==> src/rtl/dotp_job_scheduler.sv <==
// Two-requester round-robin front end for the shared dot-product datapath:
// grants a job, pulses start, tracks reader/writer completion under a watchdog.
module dotp_job_scheduler #(
  parameter int MEM3_ADDR_WIDTH = 4,
  parameter int TIMEOUT_CYCLES  = 64,
  parameter int TMO_WIDTH       = $clog2(TIMEOUT_CYCLES + 1)
) (
  input  logic                       clk,
  input  logic                       rst_n,
  input  logic                       req0_valid,
  input  logic [MEM3_ADDR_WIDTH-1:0] req0_slot,
  output logic                       req0_ready,
  input  logic                       req1_valid,
  input  logic [MEM3_ADDR_WIDTH-1:0] req1_slot,
  output logic                       req1_ready,
  output logic                       dp_start,
  output logic [MEM3_ADDR_WIDTH-1:0] dp_result_addr,
  input  logic                       dp_reading_done,
  input  logic                       dp_writer_busy,
  input  logic                       dp_writer_done,
  output logic                       done_valid,
  output logic                       done_id,
  output logic [MEM3_ADDR_WIDTH-1:0] done_slot,
  output logic                       done_timeout,
  output logic                       busy
);

  localparam int WD_W = (TMO_WIDTH < 1) ? 1 : TMO_WIDTH;
  localparam logic [WD_W-1:0] WD_LAST = WD_W'(TIMEOUT_CYCLES - 1);
  localparam bit WD_EN = (TIMEOUT_CYCLES > 0);

  typedef enum logic [2:0] {IDLE, START, WAIT_READ, WAIT_WRITE, DONE} state_t;

  state_t            state;
  logic              last_grant;
  logic              job_id;
  logic [WD_W-1:0]   wd;
  logic              can_grant;
  logic              grant0;
  logic              grant1;
  logic              wd_expired;
  logic              finish;
  logic              finish_tmo;

  // On a tie the requester that did not own the previous job wins.
  always_comb begin
    can_grant  = rst_n && (state == IDLE) && !dp_writer_busy;
    grant0     = can_grant && req0_valid && (!req1_valid || last_grant);
    grant1     = can_grant && req1_valid && (!req0_valid || !last_grant);
    wd_expired = WD_EN && (wd == WD_LAST);
    finish     = 1'b0;
    finish_tmo = 1'b0;
    case (state)
      WAIT_READ: begin
        if (dp_reading_done && dp_writer_done) begin
          finish = 1'b1;
        end else if (!dp_reading_done && wd_expired) begin
          finish     = 1'b1;
          finish_tmo = 1'b1;
        end
      end
      WAIT_WRITE: begin
        if (dp_writer_done) begin
          finish = 1'b1;
        end else if (wd_expired) begin
          finish     = 1'b1;
          finish_tmo = 1'b1;
        end
      end
      default: ;
    endcase
  end

  assign req0_ready = grant0;
  assign req1_ready = grant1;
  assign busy       = (state != IDLE);

  always_ff @(posedge clk) begin
    if (!rst_n) begin
      state          <= IDLE;
      last_grant     <= 1'b1;
      job_id         <= 1'b0;
      wd             <= '0;
      dp_start       <= 1'b0;
      dp_result_addr <= '0;
      done_valid     <= 1'b0;
      done_id        <= 1'b0;
      done_slot      <= '0;
      done_timeout   <= 1'b0;
    end else begin
      dp_start   <= 1'b0;
      done_valid <= 1'b0;
      if (finish) begin
        state        <= DONE;
        done_valid   <= 1'b1;
        done_id      <= job_id;
        done_slot    <= dp_result_addr;
        done_timeout <= finish_tmo;
      end else begin
        case (state)
          IDLE: begin
            if (grant0 || grant1) begin
              job_id         <= grant1;
              dp_result_addr <= grant1 ? req1_slot : req0_slot;
              dp_start       <= 1'b1;
              state          <= START;
            end
          end
          START: begin
            wd    <= '0;
            state <= WAIT_READ;
          end
          WAIT_READ: begin
            if (dp_reading_done) begin
              wd    <= '0;
              state <= WAIT_WRITE;
            end else begin
              wd <= wd + WD_W'(1);
            end
          end
          WAIT_WRITE: wd <= wd + WD_W'(1);
          DONE: begin
            last_grant <= job_id;
            state      <= IDLE;
          end
          default: state <= IDLE;
        endcase
      end
    end
  end

endmodule

==> config.mk <==
export PLATFORM = sky130hd
export DESIGN_NAME = dotp_job_scheduler
export DESIGN_NICKNAME = d
export VERILOG_FILES = /design/src/rtl/dotp_job_scheduler.sv
export SDC_FILE = /design/constraint.sdc
export NUM_CORES = 1
export LEC_CHECK = 0
export CORE_UTILIZATION = 36
export DETAILED_ROUTE_END_ITERATION = 8
export GPL_ROUTABILITY_DRIVEN = 1
export PLACE_DENSITY_LB_ADDON = 0.05
export SYNTH_ARGS = -nofsm -noshare
export SYNTH_HDL_FRONTEND = slang
export SYNTH_SLANG_ARGS = --single-unit
==> constraint.sdc <==
create_clock -name clk -period 2.1 [get_ports clk]
set_clock_uncertainty 0.2 [all_clocks]
set_input_delay 0.63 -clock clk [delete_from_list [all_inputs] [get_ports clk]]
set_output_delay 0.63 -clock clk [all_outputs]
set_load 0.02 [all_outputs]
==> results of run 1 <==
==> layout make-up <==
| cell class | count | area [µm²] |
|---|---|---|
| tap | 31 | 38.8 |
| multi-input combinational | 89 | 562 |
| fill | 258 | 1210 |
| inverter | 3 | 11.3 |
| sequential | 24 | 484 |
| timing repair buffer | 47 | 410 |
| clock buffer | 4 | 36.3 |
==> logic make-up (layout without fill, tap and decap cells) <==
family          Yosys count  in the layout  synth area share
xor+xnor                  1              1           0.00835
buf+inv                   8             54            0.0382
compound gates           34             34             0.202
mux                       5              5            0.0477
simple gates             48             48             0.234
fa+ha+maj                 1              1            0.0119
flops                    24             24             0.458
==> worst min-delay path by stage <==
stage                         endpoint  slack (ns)  cells after the start
after CTS                 done_slot[0]        0.27                      2
after floorplan                  wd[5]        0.25                      2
after global placement    done_slot[1]        0.25                      2
after global routing      done_slot[2]        0.29                      2
final                     done_slot[0]        0.26                      2
after detailed placement       done_id        0.25                      2
==> sequential cells by signal, summed over array words and instances (netlist names) <==
register        count
dp_start            1
done_id             1
dp_result_addr      4
job_id              1
wd                  7
done_slot           4
done_timeout        1
state               3
last_grant          1
done_valid          1
==> layout by cell type (no fill, tap or decap), types with 3 or more instances in the layout <==
master,instances
dfxtp_1,21
buf_4,17
nand2_1,16
dlygate4sd2_1,14
o21ai_0,12
nand3_1,9
clkdlybuf4s50_1,8
a21oi_1,6
mux2i_1,5
nor2_1,4
buf_6,4
nor2b_1,3
o211ai_1,3
or4_1,3
clkbuf_4,3
dfxtp_2,3
==> worst max-delay path: cells and delay by family <==
kind | cells | cell delay (ns)
simple gates | 2 | 0.48
buf+inv | 2 | 0.23
==> through the flow <==
stage / setup slack (ns) / util / std cells / total power [µW] / cell area (µm²)
floorplan: 0.0145 / - / 121 / 576 / 1080
global placement: -1.01 / 0.537 / 190 / 659 / 1480
detailed placement: -1.02 / 0.537 / 190 / 664 / 1480
CTS: -0.0700 / 0.553 / 197 / 910 / 1520
global route: -0.178 / 0.559 / 198 / 949 / 1540
finish: -0.0661 / 0.559 / 198 / 903 / 1540
==> timing repair <==
item	in CTS	in global routing
pin swaps	6	1
gates resized for setup	44	4
setup endpoints to repair	20	6
hold endpoints to repair	0	0
setup buffers	3	1
==> power by group through the flow <==
| stage | logic (µW) | clock network [µW] | registers [µW] |
|---|---|---|---|
| floorplan | 75.8 | 0 | 500 |
| global placement | 167 | 0 | 492 |
| detailed placement | 171 | 0 | 493 |
| CTS | 172 | 254 | 484 |
| global route | 192 | 270 | 486 |
| finish | 174 | 246 | 483 |
==> per-layer routing <==
metal  GRT usage  share of wire  vias up  wire (µm)
met5           0              0        -          0
met4      0.0557          0.013        0         29
met3      0.0512          0.053        4        122
met2       0.270           0.46       18       1060
met1       0.201           0.47      452       1100
li1            -              -      530          -
==> Yosys cell counts, types with 3 or more instances <==
library cell  instances
a21oi_1               6
dfxtp_1              24
mux2i_1               5
nand2_1              16
nand2b_1              3
nand3_1              10
nor2_1                4
nor2b_1               3
o211ai_1              3
o21ai_0              12
or4_1                 3
==> flow_summary.toml, run 1 <==
[worst_setup_path]
worst_r2r_endpoint = "wd[5]"
cp_slowest_cell = "nor4_4"
crit_type = "primary input to output port"
critPathMaxFanout = 3
cp-end-kind = "output port"
r2r_cells = 7
cp-startpoint = "dp_writer_busy"
cp-endpoint = "req0_ready"
regToRegStartpoint = "state[1]"
reg2reg_slack_ns = 0.12
cp.required_ns = 1.27
path_cells = "buf_2 > nor4_4 > and3_1 > buf_6"
cp_slowest_stage_delay_ns = 0.27
cp.arrival_ns = 1.34
start_kind = "primary input"

[logic_synthesis]
yosys.area.top_type = "dfxtp_1"
syn-num-nets = 137
synth-edff-count = 0
netlist_area_um2 = 1050
synth_top_area_frac = 0.458
synthDistinctLibCells = 35
netlist_instances = 121
avgSynthCellArea_um2 = 8.67
synth-async-reset-ratio = 0
ys_seq_elements = 24
ys.flop_type = "dfxtp_1"
yosysWarnings = 0
yosysSeqAreaShare = 0.458
synth.area.top_cells = "dfxtp_1, o21ai_0, nand2_1, mux2i_1, nand3_1"

[clocking]
cts-buffers-inserted = 3
cts_tree = "done"
cts_hold_buf = 0
clk_latency_ns = 0.32
cts_root_buffer = "clkbuf_4"
htreeDepth = 1
path_clk_slew_ns = 0.13
numClockSinks = 24
cts_buffer_depth = 2

[die]
core_area_um2 = 2760
start_util = 0.380
die_height_um = 56.0
io_pins = 30
rows = 19
chipWidth_um = 56.0
die_area_um2 = 3130

[pwr]
power_density_nw_per_um2 = 586
peakVddDrop_v = 0.000518
leakagePower_uw = 0.000720
switching_power_uw = 234
switching_share = 0.259
combPwrFrac = 0.192
p_seq_frac = 0.535
p_clk_frac = 0.272
p_int_uw = 670

[route]
drc_errors = 0
wl_per_cell_um = 11.7
routed_wl_um = 2310
dr.pass1.iters = 4
num_vias = 1004
drt_iter0_drc = 38
ant_nets = 0
via_per_inst = 5.07

[cells_and_area]
synthToLayoutAreaGrowth_pct = 47.1
nets = 184
insertedDiodeCount = 0
drive_above_1_share = 0.234

[grt]
grt_pass1_vias = 959
grt_pass1_wl_um = 4070
grtUsageTotal = 0.163
antenna_found_initial = 0
gr-total-overflow = 0
grt_max_degree = 22

[placed_design]
io_buffer_count = 29
gp_congestion = 0.716
hpwl_um = 1690

[sta]
fmax_ghz = 0.462
tightest_slew_ns = 0.305
holdWs_ns = 0.264
layout_setup_ws_ns = -0.0661
drv_slew = 0
period_minus_slack_ns = 2.17
finalHoldViolCount = 0
setup_violations = 3
maxSlewHeadroom = 0.796
min_period_over_period = 1.03
rsz0062_at_grt = "yes"
setup_tns_ns = -0.133

[hold_path]
hp-class = "flip-flop to flip-flop"
hp-start = "done_slot[0]"

[outcome]
violations = "setup timing"
status = "finished with violations"

[flow_run]
maxCapViolCount = 0
(Power assumes the default switching activity.)
==> run 2: changes to the inputs <==
- clock period: 2.1 -> 2.4 ns (I/O delays scaled with it)
==> flow_summary.toml, run 2 (synthesis gave the netlist of run 1 again) <==
[sta]
tightest_slew_ns = 0.293
maxSlewHeadroom = 0.802
finalHoldViolCount = 0
setup_tns_ns = 0
setup_violations = 0
min_period_over_period = 0.972
rsz0062_at_grt = "yes"
period_minus_slack_ns = 2.33
fmax_ghz = 0.429
drv_slew = 0
layout_setup_ws_ns = 0.0668
holdWs_ns = 0.276

[cells_and_area]
reg_top3 = "wd: 7 flops, done_slot: 4 flops, dp_result_addr: 4 flops"
nets = 180
largest_register_ffs = 7
synthToLayoutAreaGrowth_pct = 45.2
final_cells = 194
insertedDiodeCount = 0
seqCellArea_um2 = 482
drive_above_1_share = 0.190
multi_input_area_um2 = 556
fill_cells = 272
layout_common_cells = "dfxtp_1, clkdlybuf4s50_1, nand2_1"
design_area_um2 = 1520
regMostFlops = "wd"
final_common_cell = "dfxtp_1"

[pwr]
power_density_nw_per_um2 = 567
peakVddDrop_v = 0.000351
leakagePower_uw = 0.000625

[die]
io_pins = 30
start_util = 0.380
rows = 19
chipWidth_um = 56.0
core_area_um2 = 2760
die_area_um2 = 3130
die_height_um = 56.0

[route]
routed_wl_um = 2260
via_per_inst = 5.14
ant_nets = 0
wl_per_cell_um = 11.6
drc_errors = 0
drt_iter0_drc = 17
dr.pass1.iters = 4
num_vias = 997

[worst_setup_path]
regToRegStartpoint = "wd[0]"
crit_type = "primary input to output port"
reg2reg_slack_ns = 0.45
cp.arrival_ns = 1.41
cp.required_ns = 1.48
start_kind = "primary input"
cp-startpoint = "dp_writer_busy"
critPathMaxFanout = 3
cp-end-kind = "output port"
worst_r2r_endpoint = "wd[3]"
r2r_cells = 7

[clocking]
path_clk_slew_ns = 0.14
cts_tree = "done"
cts_root_buffer = "clkbuf_4"
cts-buffers-inserted = 3
cts_buffer_depth = 2
htreeDepth = 1
clk_latency_ns = 0.32
numClockSinks = 24

[outcome]
status = "finished, final reports clean"

[placed_design]
hpwl_um = 1660
dp_slack_ns = -0.886
place_inst = 188
placed_area_um2 = 1450
gp_congestion = 0.753
io_buffer_count = 29

[grt]
grt_max_degree = 22
grt_pass1_wl_um = 3800
grtUsageTotal = 0.154
gr-total-overflow = 0
grt_pass1_vias = 893
antenna_found_initial = 0

[hold_path]
hp-class = "flip-flop to flip-flop"
hp-start = "done_slot[3]"
whs_path_depth = 2
hold-path-endpoint = "done_slot[3]"

[flow_run]
maxCapViolCount = 0
run 2: routing by layer:
metal / GRT usage / share of wire / vias up
met5: 0 / 0 / -
met4: 0.0732 / 0.0075 / 0
met3: 0.0279 / 0.040 / 2
met2: 0.247 / 0.50 / 18
met1: 0.199 / 0.46 / 453
li1: - / - / 524
run 2: timing repair:
item	in CTS	in global routing
setup endpoints to repair	3	3
gates resized for setup	28	2
pin swaps	3	2
hold buffers	0	0
buffers inserted	2	0
run 2: cell type report:
cell class,instances,share of cell area
Timing Repair Buffer,43,0.251
Clock buffer,3,0.0148
Sequential cell,24,0.316
Clock inverter,1,0.0197
Multi-Input combinational cell,89,0.365
Inverter,3,0.00740
Tap cell,31,0.0255
run 2: metrics by stage:
stage               total power [µW]  utilization
finish                           863        0.552
global route                     901        0.552
CTS                              877        0.556
detailed placement               574        0.524
global placement                 572        0.524
floorplan                        501            -
run 2: worst max-delay path by stage:
| stage | end | slack, ns | cells past startpoint |
|---|---|---|---|
| after floorplan | req1_ready | 0.05 | 4 |
| after global placement | req1_ready | -0.85 | 6 |
| after detailed placement | req1_ready | -0.89 | 6 |
| after CTS | busy | 0.005 | 3 |
| after global routing | req0_ready | -0.007 | 4 |
| final | req0_ready | 0.07 | 4 |
run 2: where the power goes:
| group | switching (µW) | total, µW | internal (µW) | leakage (µW) |
|---|---|---|---|---|
| Clock | 127 | 296 | 169 | 0.0000279 |
| Sequential | 10.4 | 423 | 412 | 0.000195 |
| Combinational | 68.7 | 145 | 76.1 | 0.000402 |
run 2: worst max-delay path, cell delays in order:
cell and delay [ns]:
clkbuf_2 0.10, nor4_4 0.26, and3_1 0.22, buf_6 0.12
==> run 3: changes to the inputs <==
- GPL_TIMING_DRIVEN: unset -> 0
==> flow_summary.toml, run 3 (synthesis gave the netlist of run 1 again) <==
[outcome]
status = "finished, final reports clean"

[placed_design]
io_buffer_count = 29
gp_congestion = 0.692
hpwl_um = 1740

[die]
rows = 19
start_util = 0.380
chipWidth_um = 56.0
io_pins = 30
die_height_um = 56.0
core_area_um2 = 2760
die_area_um2 = 3130

[cells_and_area]
nets = 173
reg_top3 = "wd: 7 flops, done_slot: 4 flops, dp_result_addr: 4 flops"
layout_common_cells = "dfxtp_1, clkdlybuf4s50_1, nand2_1"
regMostFlops = "wd"
drive_above_1_share = 0.147
insertedDiodeCount = 0
synthToLayoutAreaGrowth_pct = 41.1
largest_register_ffs = 7
fin_util = 0.536

[grt]
grt_max_degree = 15
grt_pass1_wl_um = 4010
grtUsageTotal = 0.160
gr-total-overflow = 0
antenna_found_initial = 0
grt_pass1_vias = 949

[sta]
drv_slew = 0
setup_violations = 0
rsz0062_at_grt = "yes"
period_minus_slack_ns = 2.35
min_period_over_period = 0.978
setup_tns_ns = 0
finalHoldViolCount = 0
holdWs_ns = 0.275
fmax_ghz = 0.426
maxSlewHeadroom = 0.716
tightest_slew_ns = 0.427

[worst_setup_path]
cp.arrival_ns = 1.43
cp-end-kind = "output port"
cp.required_ns = 1.48
critPathMaxFanout = 3
start_kind = "primary input"
crit_type = "primary input to output port"

[pwr]
peakVddDrop_v = 0.000373
leakagePower_uw = 0.000597
power_density_nw_per_um2 = 574

[route]
num_vias = 990
drc_errors = 0
wl_per_cell_um = 12.5
ant_nets = 0
via_per_inst = 5.29
dr.pass1.iters = 2
routed_wl_um = 2340
drt_iter0_drc = 33

[clocking]
cts-buffers-inserted = 3
numClockSinks = 24
clk_latency_ns = 0.32
cts_buffer_depth = 2
cts_root_buffer = "clkbuf_4"
cts_tree = "done"
cts_hold_buf = 0
htreeDepth = 1
path_clk_slew_ns = 0.14

[hold_path]
hp-class = "flip-flop to flip-flop"

[flow_run]
maxCapViolCount = 0
run 3: power by group:
part	switching (µW)	internal, µW	leakage (µW)
clock	124	169	0.0000279
sequential	13.8	411	0.000197
combinational	65.0	65.8	0.000373
run 3: metrics by stage:
| stage | cells | area [µm²] | setup WS [ns] | power [µW] |
|---|---|---|---|---|
| after floorplan | 121 | 1050 | 0.0548 | 501 |
| after global placement | 181 | 1380 | -1.17 | 558 |
| after detailed placement | 181 | 1380 | -1.18 | 562 |
| after CTS | 186 | 1470 | 0.0115 | 857 |
| after global routing | 187 | 1480 | -0.0123 | 885 |
| final | 187 | 1480 | 0.0538 | 849 |
run 3: worst paths after layout:
path | start | end | slack, ns | cells past startpoint
max | dp_writer_busy | req0_ready | 0.05 | 4
min | done_slot[0] | done_slot[0] | 0.27 | 2
max reg2reg | wd[0] | done_id | 0.38 | 7
min reg2reg | done_slot[0] | done_slot[0] | 0.27 | 2
run 3: critical path: stages:
cell and delay (ns):
clkbuf_2 0.10, nor4_4 0.27, and3_1 0.22, buf_6 0.12
run 3: layout make-up:
class | instances | area (µm²)
multi-input combinational | 89 | 556
clock inverter | 1 | 30.0
buffer | 4 | 23.8
timing repair buffer | 32 | 308
sequential | 24 | 489
fill | 276 | 1280
clock buffer | 3 | 22.5
inverter | 3 | 11.3
tap | 31 | 38.8
run 3: repair_timing:
item                       CTS  global route
pin swaps                    3             3
setup endpoints to repair    3             6
buffers inserted             2             1
resized for setup           27             6
run 3: layer usage:
layer / track usage / up-vias / wire length, µm
li1: - / 508 / -
met1: 0.192 / 462 / 1090
met2: 0.277 / 18 / 1150
met3: 0.0279 / 2 / 78
met4: 0.0732 / 0 / 17
met5: 0 / - / 0
==> edit 1, RTL diff (config.mk and constraints of run 3) <==
Change the parameter `MEM3_ADDR_WIDTH` from 4 to 3.
--- a/src/rtl/dotp_job_scheduler.sv
+++ b/src/rtl/dotp_job_scheduler.sv
@@ -1,7 +1,7 @@
 // Two-requester round-robin front end for the shared dot-product datapath:
 // grants a job, pulses start, tracks reader/writer completion under a watchdog.
 module dotp_job_scheduler #(
-  parameter int MEM3_ADDR_WIDTH = 4,
+  parameter int MEM3_ADDR_WIDTH = 3,
   parameter int TIMEOUT_CYCLES  = 64,
   parameter int TMO_WIDTH       = $clog2(TIMEOUT_CYCLES + 1)
 ) (
Ports: changed (resized done_slot, dp_result_addr, req0_slot and req1_slot); port bits go from 30 to 26. The function was not compared with the original's and may differ.
==> edit 1 against run 3 <==
- the flow now finishes with violations (design-rule violations, negative setup slack)
- setup slack lost 0.32 ns
- global-route usage grew 1.4 points
- cell area shrank 1.3%
- sequential share of layout area shrank 2.4 points
- synthesized area grew 4.8%
- sequential power shrank 9.6%
- final cell count grew 1.1%
- hold slack lost 0.010 ns
- register-to-register slack lost 0.12 ns
- wire length grew 6.0%
- total power shrank 19%
- sequential cell count shrank 2
==> edit 1: results (changes against run 3) <==
<table>
<tr><th>Metric</th><th>Value</th></tr>
<tr><th colspan="2">Run status</th></tr>
<tr><td>Run status</td><td>complete, but fails checks</td></tr>
<tr><td>Violated checks</td><td>design-rule violations, negative setup slack</td></tr>
<tr><th colspan="2">Timing</th></tr>
<tr><td>Final worst-path setup slack</td><td>-0.271 ns (-0.325 ns)</td></tr>
<tr><td>Slew at the pin closest to its max-slew limit</td><td>0.593 ns (+0.166 ns)</td></tr>
<tr><td>Setup violation total in the final timing report</td><td>2 (+2)</td></tr>
<tr><th colspan="2">Placed design</th></tr>
<tr><td>Count of buffers inserted at the top-level ports</td><td>25 (-14%)</td></tr>
<tr><td>Detailed Place HPWL</td><td>1830 um (+4.9%)</td></tr>
<tr><td>GPL Wtd Cong</td><td>0.839 (+21%)</td></tr>
<tr><th colspan="2">Routing</th></tr>
<tr><td>Routed WL per cell</td><td>13.1 um (+4.9%)</td></tr>
<tr><td>Remaining DRCs</td><td>2 (+2)</td></tr>
<tr><td>Initial DRC count</td><td>31 (-6.1%)</td></tr>
<tr><td>Post-detailed-route via-to-cell ratio</td><td>5.48 (+3.5%)</td></tr>
<tr><th colspan="2">Worst hold path</th></tr>
<tr><td>End point of the worst hold path</td><td>done_slot[1]</td></tr>
<tr><th colspan="2">GRT</th></tr>
<tr><td>Pin count of the biggest net entering global routing</td><td>12 (-3)</td></tr>
<tr><td>Total track usage</td><td>17.4% (+1.4 points)</td></tr>
<tr><td>Via count of the first global-routing pass</td><td>1008 (+6.2%)</td></tr>
<tr><th colspan="2">Clocking</th></tr>
<tr><td>Clock slew seen by the registers of the worst setup and hold paths</td><td>0.11 ns (-0.03 ns)</td></tr>
<tr><th colspan="2">Synthesis</th></tr>
<tr><td>Share of synthesized area occupied by flip-flops and latches</td><td>40.1% (-5.7 points)</td></tr>
<tr><td>Number of distinct library cells after synthesis</td><td>36 (+2.9%)</td></tr>
<tr><td>Biggest area contributors in the synthesized netlist</td><td>sky130_fd_sc_hd__dfxtp_1, sky130_fd_sc_hd__mux2i_1, sky130_fd_sc_hd__nand2_1</td></tr>
<tr><td>Most frequent cells after synthesis</td><td>sky130_fd_sc_hd__dfxtp_1, sky130_fd_sc_hd__nand2_1, sky130_fd_sc_hd__mux2i_1</td></tr>
<tr><td>Nets in the synthesized netlist</td><td>141 (+2.9%)</td></tr>
<tr><th colspan="2">Final layout</th></tr>
<tr><td>Total number of nets in the final design</td><td>174 (+0.58%)</td></tr>
<tr><td>Filler cell count in the final layout</td><td>271 (-1.8%)</td></tr>
<tr><td>Layout cell share with drive strength beyond 1</td><td>17.1% (+2.3 points)</td></tr>
<tr><th colspan="2">Setup path</th></tr>
<tr><td>Critical Path AT</td><td>1.75 ns (+0.32 ns)</td></tr>
<tr><td>Worst reg2reg path depth</td><td>6 (-1)</td></tr>
<tr><th colspan="2">Power</th></tr>
<tr><td>Static leakage power</td><td>0.000535 uW (-10%)</td></tr>
</table>
-- edit 1: cell types whose count changed after synthesis, sizes merged, moves of 3 or more --
| cell | delta |
|---|---|
| o211ai | -3 |
| nor4 | +3 |
| o21ai | -8 |
| nor2 | +3 |
| a311oi | +3 |
| mux2i | +5 |
| nand2 | +3 |
-- edit 1: layout make-up --
class | count | share of cell area, %
multi-input cells | 94 | 43.1
flip-flops and latches | 22 | 30.7
repair buffers | 31 | 19.4
well taps | 31 | 2.66
clock buffers | 3 | 1.54
inverters | 4 | 1.54
plain buffers | 4 | 1.11
-- edit 1: cell families after synthesis --
group                      Yosys count  share of synthesized area (%)
and+or+nand+nor                     57                           27.9
AOI/OAI and AO/OA                   26                           16.4
DFF                                 22                           40.1
buffers and inverters               11                           5.35
muxes                               10                           9.11
adders and majority gates            1                           1.14
-- edit 1: layer usage --
layer  up-vias  global-route usage (%)  wire length [um]  share of wire (%)
met1       483                    25.8              1280                 51
met2        24                    25.0              1060                 43
li1        527                       -                 -                  -
met5         -                       0                 0                  0
met3         2                    3.85               125                5.0
met4         0                    5.57                17               0.68
-- edit 1: power breakdown --
| part | leakage, uW | total [uW] | internal, uW | switching, uW |
|---|---|---|---|---|
| combinational | 0.000341 | 142 | 68.8 | 73.1 |
| clock | 0.0000138 | 159 | 58.4 | 100 |
| sequential | 0.000180 | 384 | 375 | 8.63 |
| total | 0.000535 | 684 | 502 | 182 |
-- edit 1: what timing repair did --
item / 4_1_cts / 5_1_grt
buffers inserted: 4 / 2
pin swaps: 2 / 2
endpoints found under the setup margin: 8 / 6
gates resized for setup: 37 / 2
hold endpoints to repair: 0 / 0
-- edit 1: metrics by stage --
stage | hold slack [ns] | instances | setup TNS [ns] | setup WS, ns | cell area [um2]
2_1_floorplan | 0.222 | 127 | -0.0876 | -0.0876 | 1110
3_3_place_gp | 0.238 | 183 | -6.86 | -1.43 | 1400
3_5_place_dp | 0.245 | 183 | -7.05 | -1.43 | 1400
4_1_cts | 0.261 | 188 | -0.513 | -0.288 | 1450
5_1_grt | 0.295 | 189 | -0.552 | -0.297 | 1460
6_report | 0.265 | 189 | -0.437 | -0.271 | 1460
-- edit 1: worst max path at each step --
stage | from | depth (start not counted) | endpoint
finish | dp_writer_busy | 4 | req1_ready
global route | state[0] | 4 | req1_ready
CTS | state[2] | 5 | req1_ready
detailed placement | rst_n | 6 | req1_ready
global placement | rst_n | 6 | req1_ready
floorplan | rst_n | 4 | req1_ready
-- edit 1: worst max-delay path, cell delays in order --
cell,delay (ns)
sky130_fd_sc_hd__dlygate4sd2_1,0.30
sky130_fd_sc_hd__or4_4,0.56
sky130_fd_sc_hd__inv_4,0.07
sky130_fd_sc_hd__buf_6,0.10
==> edit 2, RTL diff (settings of run 3) <==
Made on the original files. Put one more register stage on the output `done_timeout`, cleared by the reset. The value now appears one clock later. The other outputs are not delayed to match.
--- a/src/rtl/dotp_job_scheduler.sv
+++ b/src/rtl/dotp_job_scheduler.sv
@@ -30,6 +30,8 @@
   localparam bit WD_EN = (TIMEOUT_CYCLES > 0);
 
   typedef enum logic [2:0] {IDLE, START, WAIT_READ, WAIT_WRITE, DONE} state_t;
+
+  logic done_timeout_s0;
 
   state_t            state;
   logic              last_grant;
@@ -86,7 +88,7 @@
       done_valid     <= 1'b0;
       done_id        <= 1'b0;
       done_slot      <= '0;
-      done_timeout   <= 1'b0;
+      done_timeout_s0 <= 1'b0;
     end else begin
       dp_start   <= 1'b0;
       done_valid <= 1'b0;
@@ -95,7 +97,7 @@
         done_valid   <= 1'b1;
         done_id      <= job_id;
         done_slot    <= dp_result_addr;
-        done_timeout <= finish_tmo;
+        done_timeout_s0 <= finish_tmo;
       end else begin
         case (state)
           IDLE: begin
@@ -129,5 +131,13 @@
     end
   end
 
+  always_ff @(posedge clk) begin
+    if (!rst_n) begin
+      done_timeout <= '0;
+    end else begin
+      done_timeout <= done_timeout_s0;
+    end
+  end
+
 endmodule
 
Formal check against the unedited RTL: no difference found for any inputs over 10 cycles, from zero or initial values and one cycle with rst_n low; that may be too few to reach the edited logic, so the function may still have changed.
==> edit 2 against run 3 <==
- synthesized area rose by 1.9%
- sequential power rose by 4%
- cell area fell by 0.42%
- wire length rose by 0.26%
- sequential share of layout area rose by 1.1 points
- sequential cell count rose by 1
- total power fell by 11%
- setup slack improved by 0.029 ns
- highest routed layer unchanged
==> edit 2: results (changes against run 3) <==
<table>
<tr><th>Metric</th><th>Value</th></tr>
<tr><th colspan="2">Synthesis</th></tr>
<tr><td>Nets in the synthesized netlist</td><td>139 (+1.5%)</td></tr>
<tr><td>Most frequent cells after synthesis</td><td>sky130_fd_sc_hd__dfxtp_1, sky130_fd_sc_hd__nand2_1, sky130_fd_sc_hd__o21ai_0</td></tr>
<tr><th colspan="2">Routing</th></tr>
<tr><td>Total vias in the final route</td><td>998 (+0.81%)</td></tr>
<tr><td>Met3 Routed Length</td><td>86 um (+10%)</td></tr>
<tr><td>Length of routed wiring on met1</td><td>1070 um (-2.2%)</td></tr>
<tr><td>Initial DRC count</td><td>19 (-42%)</td></tr>
<tr><td>Final Routed Wirelength</td><td>2350 um (+0.26%)</td></tr>
<tr><td>Met2 wirelength from detailed routing</td><td>1180 um (+1.8%)</td></tr>
<tr><th colspan="2">GRT</th></tr>
<tr><td>Met2 track demand over resource</td><td>27.6% (-0.16 points)</td></tr>
<tr><td>Global routing usage on met3</td><td>5.30% (+2.5 points)</td></tr>
<tr><td>Wire length of the first global-routing pass</td><td>4060 um (+1.4%)</td></tr>
<tr><th colspan="2">Final layout</th></tr>
<tr><td>Sequential cell area share</td><td>34.2% (+1.1 points)</td></tr>
<tr><td>Clock Buffer Count</td><td>4 (+1)</td></tr>
<tr><td>Filler cell count in the final layout</td><td>272 (-1.4%)</td></tr>
<tr><td>Share of final layout cell area taken by non-clock buffers</td><td>22.5% (+0.095 points)</td></tr>
<tr><td>Total number of nets in the final design</td><td>175 (+1.2%)</td></tr>
<tr><td>Layout cell share with drive strength beyond 1</td><td>12.7% (-2.1 points)</td></tr>
<tr><td>Fraction of standard cell area in multi-input logic</td><td>38.1% (+0.58 points)</td></tr>
<tr><td>Clock buffer and inverter area fraction after layout</td><td>1.78% (-1.8 points)</td></tr>
<tr><th colspan="2">Placed design</th></tr>
<tr><td>GPL Wtd Cong</td><td>0.765 (+11%)</td></tr>
<tr><td>Detailed Place HPWL</td><td>1740 um (-0.19%)</td></tr>
<tr><th colspan="2">Power</th></tr>
<tr><td>Seq power</td><td>443 uW (+4%)</td></tr>
<tr><td>Maximum resistive drop on vdd</td><td>0.519 mV (+39%)</td></tr>
<tr><td>Power density over the cells</td><td>513 nW/um2 (-11%)</td></tr>
<tr><th colspan="2">Timing</th></tr>
<tr><td>Worst slack on hold paths</td><td>0.270 ns (-0.00420 ns)</td></tr>
<tr><th colspan="2">Run status</th></tr>
<tr><td>Run status</td><td>finished clean</td></tr>
</table>
[edit 2: timing repair]
item	4_1_cts	5_1_grt
setup endpoints to repair	3	10
resized for setup	27	5
pin swaps	3	2
setup buffers	2	1
[edit 2: logic make-up (layout without fill, tap and decap cells)]
| group | count (synthesis) | after routing | synth area share, % |
|---|---|---|---|
| AND/OR/NAND/NOR | 49 | 49 | 23.5 |
| AO/OA/AOI/OAI | 34 | 34 | 19.8 |
| flip-flops | 25 | 25 | 46.8 |
| buffers and inverters | 8 | 43 | 3.16 |
| multiplexers | 5 | 5 | 4.68 |
| adder cells (fa/ha/maj) | 1 | 1 | 1.17 |
| XOR/XNOR | 1 | 1 | 0.820 |
[edit 2: stage by stage]
stage	std cells	cell area [um2]	TNS [ns]	utilization (%)	setup slack, ns
global placement	183	1400	-5.55	50.5	-1.19
global route	189	1470	0	52.9	0.00539
floorplan	123	1070	0	-	0.0624
finish	189	1470	0	52.9	0.0826
detailed placement	183	1400	-5.77	50.5	-1.18
CTS	188	1460	0	52.5	0.00687
